**src/rtl/ifetch_unit.sv**
```systemverilog
// Instruction fetch unit: owns the fetch PC, drives imem and buffers fetched words for decode.
// Latency: a word pushed at edge N is visible on op_valid in cycle N+1; a redirect costs one bubble.
// Backpressure: ip_ready=0 fills a BUF_DEPTH-entry FIFO, then fetch_pc stalls; optional range check via IFETCH_FAULT_EN.

// Small flushable FIFO; head is always visible on rd_dat, count is exact occupancy.
module ifetch_fifo #(
    parameter int WIDTH = 64,
    parameter int DEPTH = 2
) (
    input  logic                     core_clk,
    input  logic                     arst_n,
    input  logic                     flush,
    input  logic                     wr_vld,
    input  logic [WIDTH-1:0]         wr_dat,
    input  logic                     rd_rdy,
    output logic                     rd_vld,
    output logic [WIDTH-1:0]         rd_dat,
    output logic [$clog2(DEPTH):0]   count
);
    localparam int PTR_W = $clog2(DEPTH);
    localparam int CNT_W = PTR_W + 1;

    logic [WIDTH-1:0] mem [DEPTH];
    logic [PTR_W-1:0] wr_ptr;
    logic [PTR_W-1:0] rd_ptr;

    assign rd_vld = (count != '0);
    assign rd_dat = mem[rd_ptr];

    // Pointer and occupancy bookkeeping; flush returns to the empty state.
    always_ff @(posedge core_clk or negedge arst_n) begin
        if (!arst_n) begin
            wr_ptr <= '0;
            rd_ptr <= '0;
            count  <= '0;
        end else if (flush) begin
            wr_ptr <= '0;
            rd_ptr <= '0;
            count  <= '0;
        end else begin
            if (wr_vld)
                wr_ptr <= wr_ptr + PTR_W'(1);
            if (rd_rdy)
                rd_ptr <= rd_ptr + PTR_W'(1);
            if (wr_vld && !rd_rdy)
                count <= count + CNT_W'(1);
            else if (!wr_vld && rd_rdy)
                count <= count - CNT_W'(1);
        end
    end

    // Storage write; a slot freed by a same-cycle pop may be overwritten since the head is read before the edge.
    always_ff @(posedge core_clk) begin
        if (wr_vld && !flush)
            mem[wr_ptr] <= wr_dat;
    end
endmodule

module ifetch_unit #(
    parameter logic [31:0] RESET_PC   = 32'h0000_0000,
    parameter int          BUF_DEPTH  = 2,
    parameter int          IMEM_WORDS = 32
) (
    input  logic        ip_clk,
    input  logic        ip_rst_n,
    output logic [31:0] op_instr_addr_to_imem,
    input  logic [31:0] ip_instr_from_imem,
    input  logic        ip_instr_valid,
    input  logic        ip_redirect_valid,
    input  logic [31:0] ip_redirect_pc,
    output logic [31:0] op_instr,
    output logic [31:0] op_pc,
    output logic        op_valid,
    input  logic        ip_ready,
    output logic        op_fault
);
    localparam int CNT_W = $clog2(BUF_DEPTH) + 1;
`ifdef IFETCH_FAULT_EN
    localparam int          ENTRY_W    = 65;
    localparam logic [32:0] IMEM_BYTES = 33'(IMEM_WORDS) * 33'd4;
`else
    localparam int          ENTRY_W    = 64;
`endif

    // Elaboration-time guard against unusable parameter combinations.
    if (RESET_PC[1:0] != 2'b00 || BUF_DEPTH < 2 ||
        (BUF_DEPTH & (BUF_DEPTH - 1)) != 0 || IMEM_WORDS < 1) begin : g_param_check
        $error("ifetch_unit: illegal parameter setting");
    end

    logic [31:0]        fetch_pc;
    logic [31:0]        redirect_target;
    logic               head_vld;
    logic [ENTRY_W-1:0] head_dat;
    logic [ENTRY_W-1:0] wr_dat;
    logic [CNT_W-1:0]   count;
    logic               pop;
    logic               push;
    logic               has_room;

    // Low two bits of the redirect target are dropped to keep fetch word-aligned.
    assign redirect_target = ip_redirect_pc & ~32'h3;

    // A redirect squashes whatever the FIFO would have done this cycle.
    assign pop      = head_vld & ip_ready & ~ip_redirect_valid;
    assign has_room = (count < CNT_W'(BUF_DEPTH)) | (head_vld & ip_ready);

`ifdef IFETCH_FAULT_EN
    logic halted;
    logic out_of_range;

    assign out_of_range = ({1'b0, fetch_pc} >= IMEM_BYTES);
    assign push   = ip_instr_valid & ~halted & has_room & ~ip_redirect_valid;
    assign wr_dat = out_of_range ? {fetch_pc, 32'h0, 1'b1}
                                 : {fetch_pc, ip_instr_from_imem, 1'b0};

    // Halt after pushing a fault entry; only redirect or reset resumes fetch.
    always_ff @(posedge ip_clk or negedge ip_rst_n) begin
        if (!ip_rst_n)
            halted <= 1'b0;
        else if (ip_redirect_valid)
            halted <= 1'b0;
        else if (push && out_of_range)
            halted <= 1'b1;
    end

    assign op_pc    = head_vld ? head_dat[64:33] : 32'h0;
    assign op_instr = head_vld ? head_dat[32:1]  : 32'h0;
    assign op_fault = head_vld & head_dat[0];
`else
    assign push   = ip_instr_valid & has_room & ~ip_redirect_valid;
    assign wr_dat = {fetch_pc, ip_instr_from_imem};

    assign op_pc    = head_vld ? head_dat[63:32] : 32'h0;
    assign op_instr = head_vld ? head_dat[31:0]  : 32'h0;
    assign op_fault = 1'b0;
`endif

    // Fetch PC: redirect wins, otherwise advance one word per accepted push.
    always_ff @(posedge ip_clk or negedge ip_rst_n) begin
        if (!ip_rst_n)
            fetch_pc <= RESET_PC;
        else if (ip_redirect_valid)
            fetch_pc <= redirect_target;
        else if (push)
            fetch_pc <= fetch_pc + 32'd4;
    end

    ifetch_fifo #(
        .WIDTH (ENTRY_W),
        .DEPTH (BUF_DEPTH)
    ) u_fifo (
        .core_clk (ip_clk),
        .arst_n   (ip_rst_n),
        .flush    (ip_redirect_valid),
        .wr_vld   (push),
        .wr_dat   (wr_dat),
        .rd_rdy   (pop),
        .rd_vld   (head_vld),
        .rd_dat   (head_dat),
        .count    (count)
    );

    assign op_valid              = head_vld;
    assign op_instr_addr_to_imem = fetch_pc;
endmodule

```
**config.mk**
```make
export PLATFORM = sky130hd
export DESIGN_NAME = ifetch_unit
export DESIGN_NICKNAME = d
export VERILOG_FILES = /design/src/rtl/ifetch_unit.sv
export SDC_FILE = /design/constraint.sdc
export NUM_CORES = 1
export LEC_CHECK = 0
export ABC_AREA = 0
export CORE_MARGIN = 10
export CORE_UTILIZATION = 37
export CTS_CLUSTER_DIAMETER = 60
export DETAILED_ROUTE_END_ITERATION = 7
export GPL_ROUTABILITY_DRIVEN = 0
export MAX_ROUTING_LAYER = met4
export SETUP_SLACK_MARGIN = 0.3
export SYNTH_ARGS = -nofsm -noshare
export SYNTH_HDL_FRONTEND = slang
export SYNTH_HIERARCHICAL = 1
export SYNTH_SLANG_ARGS = --single-unit
```
**constraint.sdc**
```tcl
create_clock -name ip_clk -period 11.5 [get_ports ip_clk]
set_input_delay 1.15 -clock ip_clk [delete_from_list [all_inputs] [get_ports ip_clk]]
set_output_delay 1.15 -clock ip_clk [all_outputs]
set_load 0.02 [all_outputs]
```
# [Word level (Yosys, flattened, before mapping)]
# Memory sizes are Yosys's and may differ from the RTL's.
# Cells that the tools add are included.
[op_classes] addsub=5 n_lt_le_gt_ge=1 muxes=13 bitwise_logic=6 n_reduce_logical=10
[op_table] operator="32-bit 2-to-1 mux" n=4
[op_table] operator="32-bit by 3-bit adder with 32-bit output (second input constant)" n=1
[op_table] operator="1-bit 2-to-1 mux" n=6
[op_table] operator="2-bit 2-to-1 mux" n=3
[op_table] operator="2-bit nonzero test" n=3
[op_table] operator="1-bit AND" n=4
[op_table] operator="1-bit logical AND" n=3
[op_table] operator="1-bit logical NOT" n=3
[op_table] operator="3-bit nonzero test" n=1
[op_table] operator="1-bit adder (second input constant)" n=2
[op_table] operator="2-bit by 1-bit adder with 2-bit output (second input constant)" n=1
[op_table] operator="2-bit < comparator (second input constant)" n=1
[op_table] operator="2-bit by 1-bit subtractor with 2-bit output (second input constant)" n=1
[op_table] operator="1-bit inverter" n=1
[op_table] operator="1-bit bitwise OR" n=1
[totals] reg_bits=36 ramBits=128 inputBits=69 mem_count=1
[memory_table] memory="u_fifo.mem" depth=2 word_bits=64 rd=1 rd_clocked_by_memory_dff=0 write_ports=1 line_no="23" source="logic [WIDTH-1:0] mem [DEPTH];"

# [Longest topological paths before layout]
# Gate-level depths: netlist of the first run.
[logic_depth] word_depth=10 mapped_depth=7 ltp_nobuf=7

# [Cells and area by module]
# Netlist of the first run, hierarchy kept.
[by_module_without_submodules] mod="ifetch_fifo" instances=1 cells_per_inst=219 area_per_inst_um2=5034.8
[by_module_without_submodules] mod="ifetch_unit" instances=1 cells_per_inst=279 area_per_inst_um2=2240.9

# [Worst setup path before layout of the first run]
# Ideal clock, no wire load.
[synth_path] kind="input-to-reg" startpoint="in ip_redirect_valid" endpoint="mem u_fifo.mem[0][0] (enable)" setup_ns=0.579 arrival_ns=6.726 required_time_ns=10.921 slack_ns=4.195 cell_stages=5 path_cell_list="clkbuf_1 clkbuf_1 clkbuf_1 nor2_1 nor3b_1"
[synth_between] elab_chain_len=5 elab_cells_between_ends=6
[synth_rtl] item="start, declared" line_no="69" source="input logic ip_redirect_valid,"
[synth_rtl] item="1-bit inverter" line_no="131" source="assign push = ip_instr_valid & has_room & ~ip_redirect_valid;"
[synth_rtl] item="1-bit AND" line_no="131"
[synth_rtl] item="named net push" line_no="98" source="logic push;"
[synth_rtl] item="1-bit logical AND" line_no="54" source="if (wr_vld && !flush)"
[synth_rtl] item="1-bit 2-to-1 mux" line_no="54"
[synth_rtl] item="1-bit 2-to-1 mux (not written as such)" line_no="55" source="mem[wr_ptr] <= wr_dat;"
[synth_rtl] item="end, declared" line_no="23"
# The timed path passes the listed nets, and every way through them passes these cells.

# [Worst setup path in the final report of the first run]
[layout_path] startpoint="reg u_fifo.rd_ptr" endpoint="out op_pc[15]"
[layout_between] elab_chain_len=2
[layout_rtl] item="start, declared" line_no="25" source="logic [PTR_W-1:0] rd_ptr;"
[layout_rtl] item="start signal, assigned" line_no="44" source="rd_ptr <= rd_ptr + PTR_W'(1);"
[layout_rtl] item="memory read 2 x 64 bit"
[layout_rtl] item="named net head_dat[47]" line_no="94" source="logic [ENTRY_W-1:0] head_dat;"
[layout_rtl] item="32-bit 2-to-1 mux" line_no="134" source="assign op_pc = head_vld ? head_dat[63:32] : 32'h0;"
[layout_rtl] item="end, declared" line_no="72" source="output logic [31:0] op_pc,"
# The timed path passes the listed nets, and every way through them passes these cells.

==> impl_metrics.tcl, run 1 <==
set metrics [dict create \
    first_iter_violations 200 \
    pin_count 167 \
    cp.required_ns 10.35 \
    crit_path_cell_trace "buf_4, mux2_2, and2_1, clkdlybuf4s50_1" \
    first_pass_iters 4 \
    multi_input_area_sq_um 2420 \
    wl_per_cell_microns 18.5 \
    clkTransAtPathRegs_ns 0.06 \
    syn_inst 498 \
    fin_hold_ws_ns 0.521 \
    critPathLaunchType "register" \
    area_growth_syn_to_layout_pct 33.4 \
    wl_microns 17300 \
    synth_top_family_by_area "simple AND/OR/NAND/NOR gates" \
    fin_nets 729 \
    numCtsBuffers 17 \
    ys_warn_count 6 \
    synthSimpleGateAreaFrac_pct 14.2 \
    die_h_microns 160 \
    cts_hold_buf 0 \
    worstPathArrival_ns 3.01 \
    clockRootBuffer "clkbuf_16" \
    slew_violations 0 \
    synthMuxAreaShare_pct 12.6 \
    final.min_clock_period_ns 4.16 \
    cts_tree "built" \
    path_max_fanout 39 \
    setup_viol 0 \
    track_usage_pct 13.9 \
    end_kind "output pin" \
    post_cts_buffers 0 \
    antenna_cells 0 \
    antenna_found_initial 0 \
    rsz0062_at_grt "false" \
    avgSynthCellArea_sq_um 14.6 \
    maxCapViolCount 0 \
    min_period_over_period_pct 36.1 \
    synth_edf_count 128 \
    ant_nets 0 \
    core_sq_um 19400 \
    synth_fa_ha_area_share_pct 0.172 \
    grt_pass1_wl_microns 27400 \
    synth_xor_area_share_pct 1.32 \
    grt_max_degree 69 \
    setup.worst_path.class "reg -> out" \
    max_stage_delay_ns 0.74 \
    grtUsageMet1_pct 17.4 \
    fmax_ghz 0.241 \
    postCtsResizedCells 0 \
    use_met2_pct 21.7 \
    ys_seq_area_share_pct 64.5 \
    leakage_nw 3.42 \
    layout-drive-gt1-share_pct 16.1 \
    ir_worst_vdd_v 0.0000982 \
    cts.sinks 162 \
    final-seq-area_sq_um 4700 \
    insertion_delay_ns 0.42 \
    synth_compound_area_share_pct 4.39 \
    crit_buf_inv 2 \
    hp-class "reg -> reg" \
    busiest_layer "met2" \
    grt_pass1_vias 4986 \
    synth_seq_cells 162 \
    start_util_pct 37.5 \
    hpwl_microns 11500 \
    fp.dieW_microns 160 \
    crit_family "buffers and inverters" \
    port-buffer-count 161 \
    fp-row-count 51 \
    grt_use_met3_pct 3.70 \
    netlist_area_sq_um 7280 \
    vias 4612 \
    setup_tns_ns 0 \
    fillers 1712 \
    cellPowerDensity_nw_per_um2 155 \
    die_area_sq_um 25700 \
    stdcell_count 936 \
    yosysUniqueCellTypes 44 \
    finalHoldViolations 0 \
    place_inst 905 \
    routed_via_density 4.93 \
    synthArstFlopShare_pct 21.0 \
    clock_path_buffers 2 \
    status "complete, no violations" \
    htree_levels 4 \
    tightest_slew_ns 1.14 \
    relSlewSlack_pct 23.8 \
    drc_errors 0 \
    finalClockSkew_ns 0.0152 \
    synthFlopType "edfxtp_1" \
    crit_slowest_cell "dfrtp_4" \
    gr-total-overflow 0 \
]
==> flip-flops by register name, indices dropped and copies added (netlist names) <==
signal / flops
u_fifo/mem: 128
u_fifo/rd_ptr: 1
op_instr_addr_to_imem: 30
u_fifo/count: 2
u_fifo/wr_ptr: 1
==> layer usage <==
layer | part of all wire, % | vias to the layer above
li1 | - | 2182
met4 | 0.46 | 0
met1 | 47 | 2277
met3 | 4.4 | 7
met2 | 48 | 146
met5 | 0 | -
==> power breakdown <==
part | switching, mW | internal (mW) | leakage (nW)
sequential | 0.0272 | 0.662 | 1.56
combinational | 0.122 | 0.125 | 1.56
clock | 0.229 | 0.345 | 0.296
==> worst register-to-register path, cell delays in order (launching register included) <==
cell and delay [ns]:
dfrtp_1 0.39, or2_2 0.89, a21boi_2 0.26, or4b_1 0.98, or4b_2 0.76, a31oi_1 0.18
==> final timing paths <==
kind	start	end	slack [ns]	cells after the start
max reg2reg	u_fifo/count[0]	op_instr_addr_to_imem[22]	7.97	5
max	u_fifo/rd_ptr	op_pc[15]	7.34	4
min in group asynchronous	ip_rst_n	op_instr_addr_to_imem[26]	0.83	1
min reg2reg	op_instr_addr_to_imem[31]	u_fifo/mem[1][63]	0.52	0
min	op_instr_addr_to_imem[31]	u_fifo/mem[1][63]	0.52	0
max in group asynchronous	ip_rst_n	u_fifo/rd_ptr	10.06	1
==> stage by stage <==
step	setup WS (ns)	power, mW	area (sq um)	util, %
2_1_floorplan	4.20	0.828	7300	-
3_3_place_gp	7.71	0.949	9100	46.9
3_5_place_dp	7.68	0.954	9100	46.9
4_1_cts	7.27	1.54	9710	50.0
5_1_grt	7.19	1.58	9710	50.0
6_report	7.34	1.51	9710	50.0
==> layout make-up <==
type | count | share of cell area [%]
Timing Repair Buffer | 165 | 16.9
Multi-Input combinational cell | 307 | 24.9
Clock inverter | 14 | 1.83
Clock buffer | 17 | 4.38
Tap cell | 265 | 3.42
Sequential cell | 162 | 48.4
Inverter | 6 | 0.232
==> synth_stat cells, types with 2 or more instances <==
master	instances	area, sq um
and3b_1	2	17.5
nor2_1	19	71.3
o31ai_1	11	82.6
inv_1	6	22.5
or4_1	16	120
nor2b_1	2	12.5
o21ai_0	12	60.1
o211ai_1	6	45.0
and2_1	66	413
nand4_1	9	56.3
dfrtp_1	34	851
nand3_1	14	70.1
xor2_1	3	26.3
mux2_4	50	751
and4_1	4	35.0
clkbuf_1	18	67.6
xnor2_1	8	70.1
a22oi_1	2	15.0
nor3_1	4	20.0
mux2_2	14	158
edfxtp_1	128	3840
or3_1	3	18.8
nand2_1	23	86.3
buf_4	3	22.5
nor3b_1	3	22.5
buf_6	7	78.8
or4b_1	2	20.0
a31oi_1	13	81.3
==> logic make-up after synthesis <==
kind of cell	count (synthesis)
multiplexers	65
flip-flops	162
AO/OA/AOI/OAI	48
XOR/XNOR	11
AND/OR/NAND/NOR	175
adder cells (fa/ha/maj)	1
buffers and inverters	35
other	1
==> cell usage in the layout (no fill, tap or decap), drive strengths merged, types with 2 or more instances in the layout <==
master and count:
a22oi 2, a31oi 13, and2 66, and3b 2, and4 4, buf 5
bufinv 3, clkbuf 17, clkdlybuf4s50 160, clkinv 4, conb 7, dfrtp 34
edfxtp 128, inv 12, mux2 64, nand2 23, nand3 14, nand4 9
nor2 19, nor2b 2, nor3 4, nor3b 4, o211ai 6, o21ai 13
o31ai 11, or3 3, or4 16, or4b 4, xnor2 8, xor2 3
Power figures use the tool's default switching activity.
==> run 2: changes to the inputs <==
==> constraint.sdc (replaced) <==
create_clock -name ip_clk -period 3.65 [get_ports ip_clk]
set_input_delay 0.365 -clock ip_clk [delete_from_list [all_inputs] [get_ports ip_clk]]
set_output_delay 0.365 -clock ip_clk [all_outputs]
set_load 0.02 [all_outputs]
==> impl_metrics.tcl, run 2 (synthesized netlist as in run 1, its figures left out) <==
set metrics [dict create \
    status "complete, no violations" \
    final_common_cell "clkdlybuf4s50_1" \
    insertion_delay_ns 0.42 \
    die_h_microns 160 \
    reg2reg_from "u_fifo/count[0]" \
    path_max_fanout 34 \
    setup_tns_ns 0 \
    largest_reg_flops 128 \
    start_util_pct 37.5 \
    gr-total-overflow 0 \
    critPathLaunchType "register" \
    cts_tree "built" \
    rsz0062_at_grt "false" \
    cellPowerDensity_nw_per_um2 473 \
    pin_count 167 \
    fillers 1737 \
    first_pass_iters 4 \
    relSlewSlack_pct 43.2 \
    cp.required_ns 3.28 \
    place_inst 911 \
    ir_worst_vdd_v 0.000327 \
    postLayoutSetupSlackWorst_ns 0.594 \
    postCtsResizedCells 0 \
    max_stage_delay_ns 0.84 \
    reg2reg_depth 5 \
    layout-drive-gt1-share_pct 17.3 \
    post_cts_buffers 0 \
    slew_violations 0 \
    grt_pass1_vias 4757 \
    leakage_nw 3.43 \
    die_area_sq_um 25700 \
    core_sq_um 19400 \
    cts_hold_buf 0 \
    antenna_found_initial 1 \
    worstPathArrival_ns 2.69 \
    reg2reg_slack_ns 0.73 \
    design_power_total_mw 4.60 \
    wl_microns 17500 \
    grt_max_degree 40 \
    routed_via_density 4.87 \
    tightest_slew_ns 0.852 \
    fmax_ghz 0.327 \
    maxCapViolCount 0 \
    clock_path_buffers 2 \
    track_usage_pct 14.0 \
    numCtsBuffers 17 \
    clkTransAtPathRegs_ns 0.07 \
    final.min_clock_period_ns 3.06 \
    grt_pass1_wl_microns 27300 \
    hpwl_microns 12000 \
    reg2reg_to "op_instr_addr_to_imem[22]" \
    fp-row-count 51 \
    finalHoldViolations 0 \
    crit_slowest_cell "dfrtp_4" \
    area_growth_syn_to_layout_pct 33.7 \
    ant_nets 0 \
    mostFrequentLayoutCells "160 x clkdlybuf4s50_1, 128 x edfxtp_1, 66 x and2_1" \
    stdcell_count 945 \
    first_iter_violations 196 \
    setup_viol 0 \
    finalClockSkew_ns 0.0166 \
    cts.sinks 162 \
    hp-class "in -> async" \
    htree_levels 4 \
    pre_cts_ws_ns 0.650 \
    setup.worst_path.class "reg -> out" \
    wl_per_cell_microns 18.5 \
    port-buffer-count 161 \
    fin_hold_ws_ns 0.0500 \
    fp.dieW_microns 160 \
    vias 4602 \
    top_register "u_fifo/mem" \
    clockRootBuffer "clkbuf_16" \
    crit_path_cell_trace "buf_4, mux2_4, and2_1, clkdlybuf4s50_1" \
    min_period_over_period_pct 83.7 \
    drc_errors 0 \
    end_kind "output pin" \
    fin_nets 735 \
]
-- run 2: cell count changes in the layout (fill, tap and decap cells not counted), sizes merged --
| cell | change |
|---|---|
| inv | +1 |
| buf | +6 |
| clkinv | +2 |
| diode | +2 |
| bufinv | -3 |
| clkinvlp | +1 |
-- run 2: worst max-delay path by stage --
stage,startpoint,endpoint,slack [ns]
after detailed placement,u_fifo/count[0],op_instr_addr_to_imem[22],0.65
after global placement,u_fifo/count[0],op_instr_addr_to_imem[22],0.70
final,u_fifo/rd_ptr,op_pc[16],0.59
after CTS,u_fifo/rd_ptr,op_pc[16],0.53
after global routing,u_fifo/count[0],op_pc[31],0.47
after floorplan,ip_redirect_valid,u_fifo/mem[0][0],0.36
-- run 2: worst max-delay path, delay by kind of cell, from the launching register on --
kind	cells	cell delay, ns
multiplexers	1	0.32
buffers and inverters	2	0.94
flip-flops	1	0.84
AND/OR/NAND/NOR	1	0.16
-- run 2: where the power goes --
group	internal, mW	leakage (nW)	switching [mW]
clock network	0.889	0.269	0.757
logic	0.400	1.59	0.380
registers	2.08	1.56	0.0902
-- run 2: layer usage --
metal	vias to the layer above	wire length (microns)	track usage, %
met5	-	0	-
met2	134	8610	21.6
met3	2	821	3.57
li1	2200	-	-
met4	0	16	4.38
met1	2266	8080	17.8
-- run 2: area by class of cell --
| class | count | area [sq um] | area share (%) |
|---|---|---|---|
| clock buffer | 17 | 425 | 4.37 |
| timing repair buffer | 171 | 1690 | 17.4 |
| multi-input combinational | 307 | 2420 | 24.9 |
| sequential | 162 | 4700 | 48.3 |
| antenna | 2 | 5.00 | 0.0515 |
| inverter | 6 | 22.5 | 0.232 |
| tap | 265 | 332 | 3.41 |
| clock inverter | 15 | 123 | 1.26 |
-- run 2: metrics by stage --
step	instance area [sq um]	util (%)
final	9720	50.1
after global placement	9170	47.3
after floorplan	7310	-
after CTS	9720	50.1
after detailed placement	9170	47.3
after global routing	9720	50.1
==> run 3: changes to the inputs <==
==> constraint.sdc (replaced) <==
create_clock -name ip_clk -period 3 [get_ports ip_clk]
set_input_delay 0.3 -clock ip_clk [delete_from_list [all_inputs] [get_ports ip_clk]]
set_output_delay 0.3 -clock ip_clk [all_outputs]
set_load 0.02 [all_outputs]
==> impl_metrics.tcl, run 3 (synthesized netlist as in run 1, its figures left out) <==
set metrics [dict create \
    min_period_over_period_pct 85.0 \
    power.internal_mw 4.42 \
    antenna_found_initial 1 \
    drc_errors 0 \
    top_register "u_fifo/mem" \
    hpwl_microns 12300 \
    status "complete, no violations" \
    grt_max_degree 67 \
    clockRootBuffer "clkbuf_16" \
    gr-total-overflow 0 \
    swShare_pct 24.7 \
    wl_microns 17900 \
    setup.worst_path.class "reg -> out" \
    grt_pass1_wl_microns 27800 \
    crit_family "buffers and inverters" \
    grt_pass1_vias 4894 \
    numCtsBuffers 17 \
    place_inst 914 \
    comb_power_share_pct 16.7 \
    die_area_sq_um 25700 \
    p_seq_share_pct 44.9 \
    leakage_nw 3.51 \
    final.min_clock_period_ns 2.55 \
    htree_levels 4 \
    fin_nets 742 \
    rsz0062_at_grt "false" \
    crit_slowest_cell "clkdlybuf4s50_1" \
    fp.dieW_microns 160 \
    cts_tree "built" \
    finalClockSkew_ns 0.0152 \
    worstPathArrival_ns 2.25 \
    end_kind "output pin" \
    relSlewSlack_pct 46.8 \
    clkPwrFrac_pct 38.4 \
    final_common_cell "clkdlybuf4s50_1" \
    finalHoldViolations 0 \
    layout-drive-gt1-share_pct 17.8 \
    insertion_delay_ns 0.43 \
    cellPowerDensity_nw_per_um2 592 \
    mostFrequentLayoutCells "160 x clkdlybuf4s50_1, 128 x edfxtp_1, 66 x and2_1" \
    stdcell_count 951 \
    fmax_ghz 0.392 \
    port-buffer-count 161 \
    cts.sinks 162 \
    maxCapViolCount 0 \
    fin_hold_ws_ns 0.435 \
    path_max_fanout 9 \
    p_sw_mw 1.45 \
    max_stage_delay_ns 0.55 \
    first_pass_iters 4 \
    start_util_pct 37.5 \
    setup_viol 0 \
    tightest_slew_ns 0.798 \
    pin_count 167 \
    routed_via_density 4.92 \
    area_growth_syn_to_layout_pct 36.4 \
    hp-class "in -> reg" \
    design_power_total_mw 5.87 \
    clkTransAtPathRegs_ns 0.06 \
    largest_reg_flops 128 \
    crit_buf_inv 2 \
    clock_path_buffers 2 \
    vias 4678 \
    cp.required_ns 2.70 \
    core_sq_um 19400 \
    ant_nets 0 \
    slew_violations 0 \
    first_iter_violations 199 \
    ir_worst_vdd_v 0.000359 \
    fp-row-count 51 \
    track_usage_pct 14.2 \
    critPathLaunchType "register" \
    die_h_microns 160 \
    crit_path_cell_trace "buf_4, mux2_2, and2_1, clkdlybuf4s50_1" \
    wl_per_cell_microns 18.8 \
]
[run 3: cell type report]
cell class                 count  area (sq um)
antenna                        1          2.50
clock buffer                  21           470
clock inverter                11           149
fill                        1682          9480
inverter                       6          22.5
multi-input combinational    307          2450
sequential                   162          4700
tap                          265           332
timing repair buffer         178          1800
[run 3: worst paths after layout]
kind	startpoint	end	slack [ns]	cells past startpoint
max	u_fifo/rd_ptr	op_pc[19]	0.45	4
min	ip_redirect_pc[3]	op_instr_addr_to_imem[3]	0.44	3
max reg2reg	op_instr_addr_to_imem[2]	op_instr_addr_to_imem[22]	0.57	6
min reg2reg	op_instr_addr_to_imem[22]	u_fifo/mem[1][54]	0.56	0
max in group asynchronous	ip_rst_n	u_fifo/rd_ptr	1.91	2
min in group asynchronous	ip_rst_n	op_instr_addr_to_imem[3]	0.50	2
[run 3: power groups by stage]
stage / sequential, mW / combinational (mW) / clock [mW]
floorplan: 2.70 / 0.480 / 0
global route: 2.65 / 1.05 / 2.41
detailed placement: 2.69 / 0.988 / 0
CTS: 2.64 / 1.00 / 2.31
global placement: 2.68 / 0.976 / 0
finish: 2.64 / 0.984 / 2.25
[run 3: timing repair]
| action | CTS | global route |
|---|---|---|
| hold endpoints to repair | 34 | 0 |
| buffers inserted | 3 | 0 |
| resized for setup | 1 | 0 |
| hold buffers | 1 | 0 |
| endpoints found under the setup margin | 51 | 0 |
[run 3: through the flow]
step / utilization [%] / cell area, sq um / setup slack [ns] / TNS, ns
2_1_floorplan: - / 7350 / -0.0353 / -2.26
3_3_place_gp: 47.8 / 9270 / 0.346 / 0
3_5_place_dp: 47.8 / 9270 / 0.328 / 0
4_1_cts: 51.1 / 9920 / 0.406 / 0
5_1_grt: 51.2 / 9920 / 0.331 / 0
6_report: 51.2 / 9920 / 0.449 / 0
[run 3: tightest hold or removal path, delay by kind of cell]
family | cells | cell delay [ns]
AOI/OAI and AO/OA | 1 | 0.07
buffers and inverters | 1 | 0.39
and+or+nand+nor | 1 | 0.06
[run 3: per-layer routing]
metal	routed length, microns	part of all wire [%]	GRT usage, %
met5	0	0	-
met4	225	1.3	4.67
met3	718	4.0	3.57
met2	8780	49	23.0
met1	8170	46	17.1
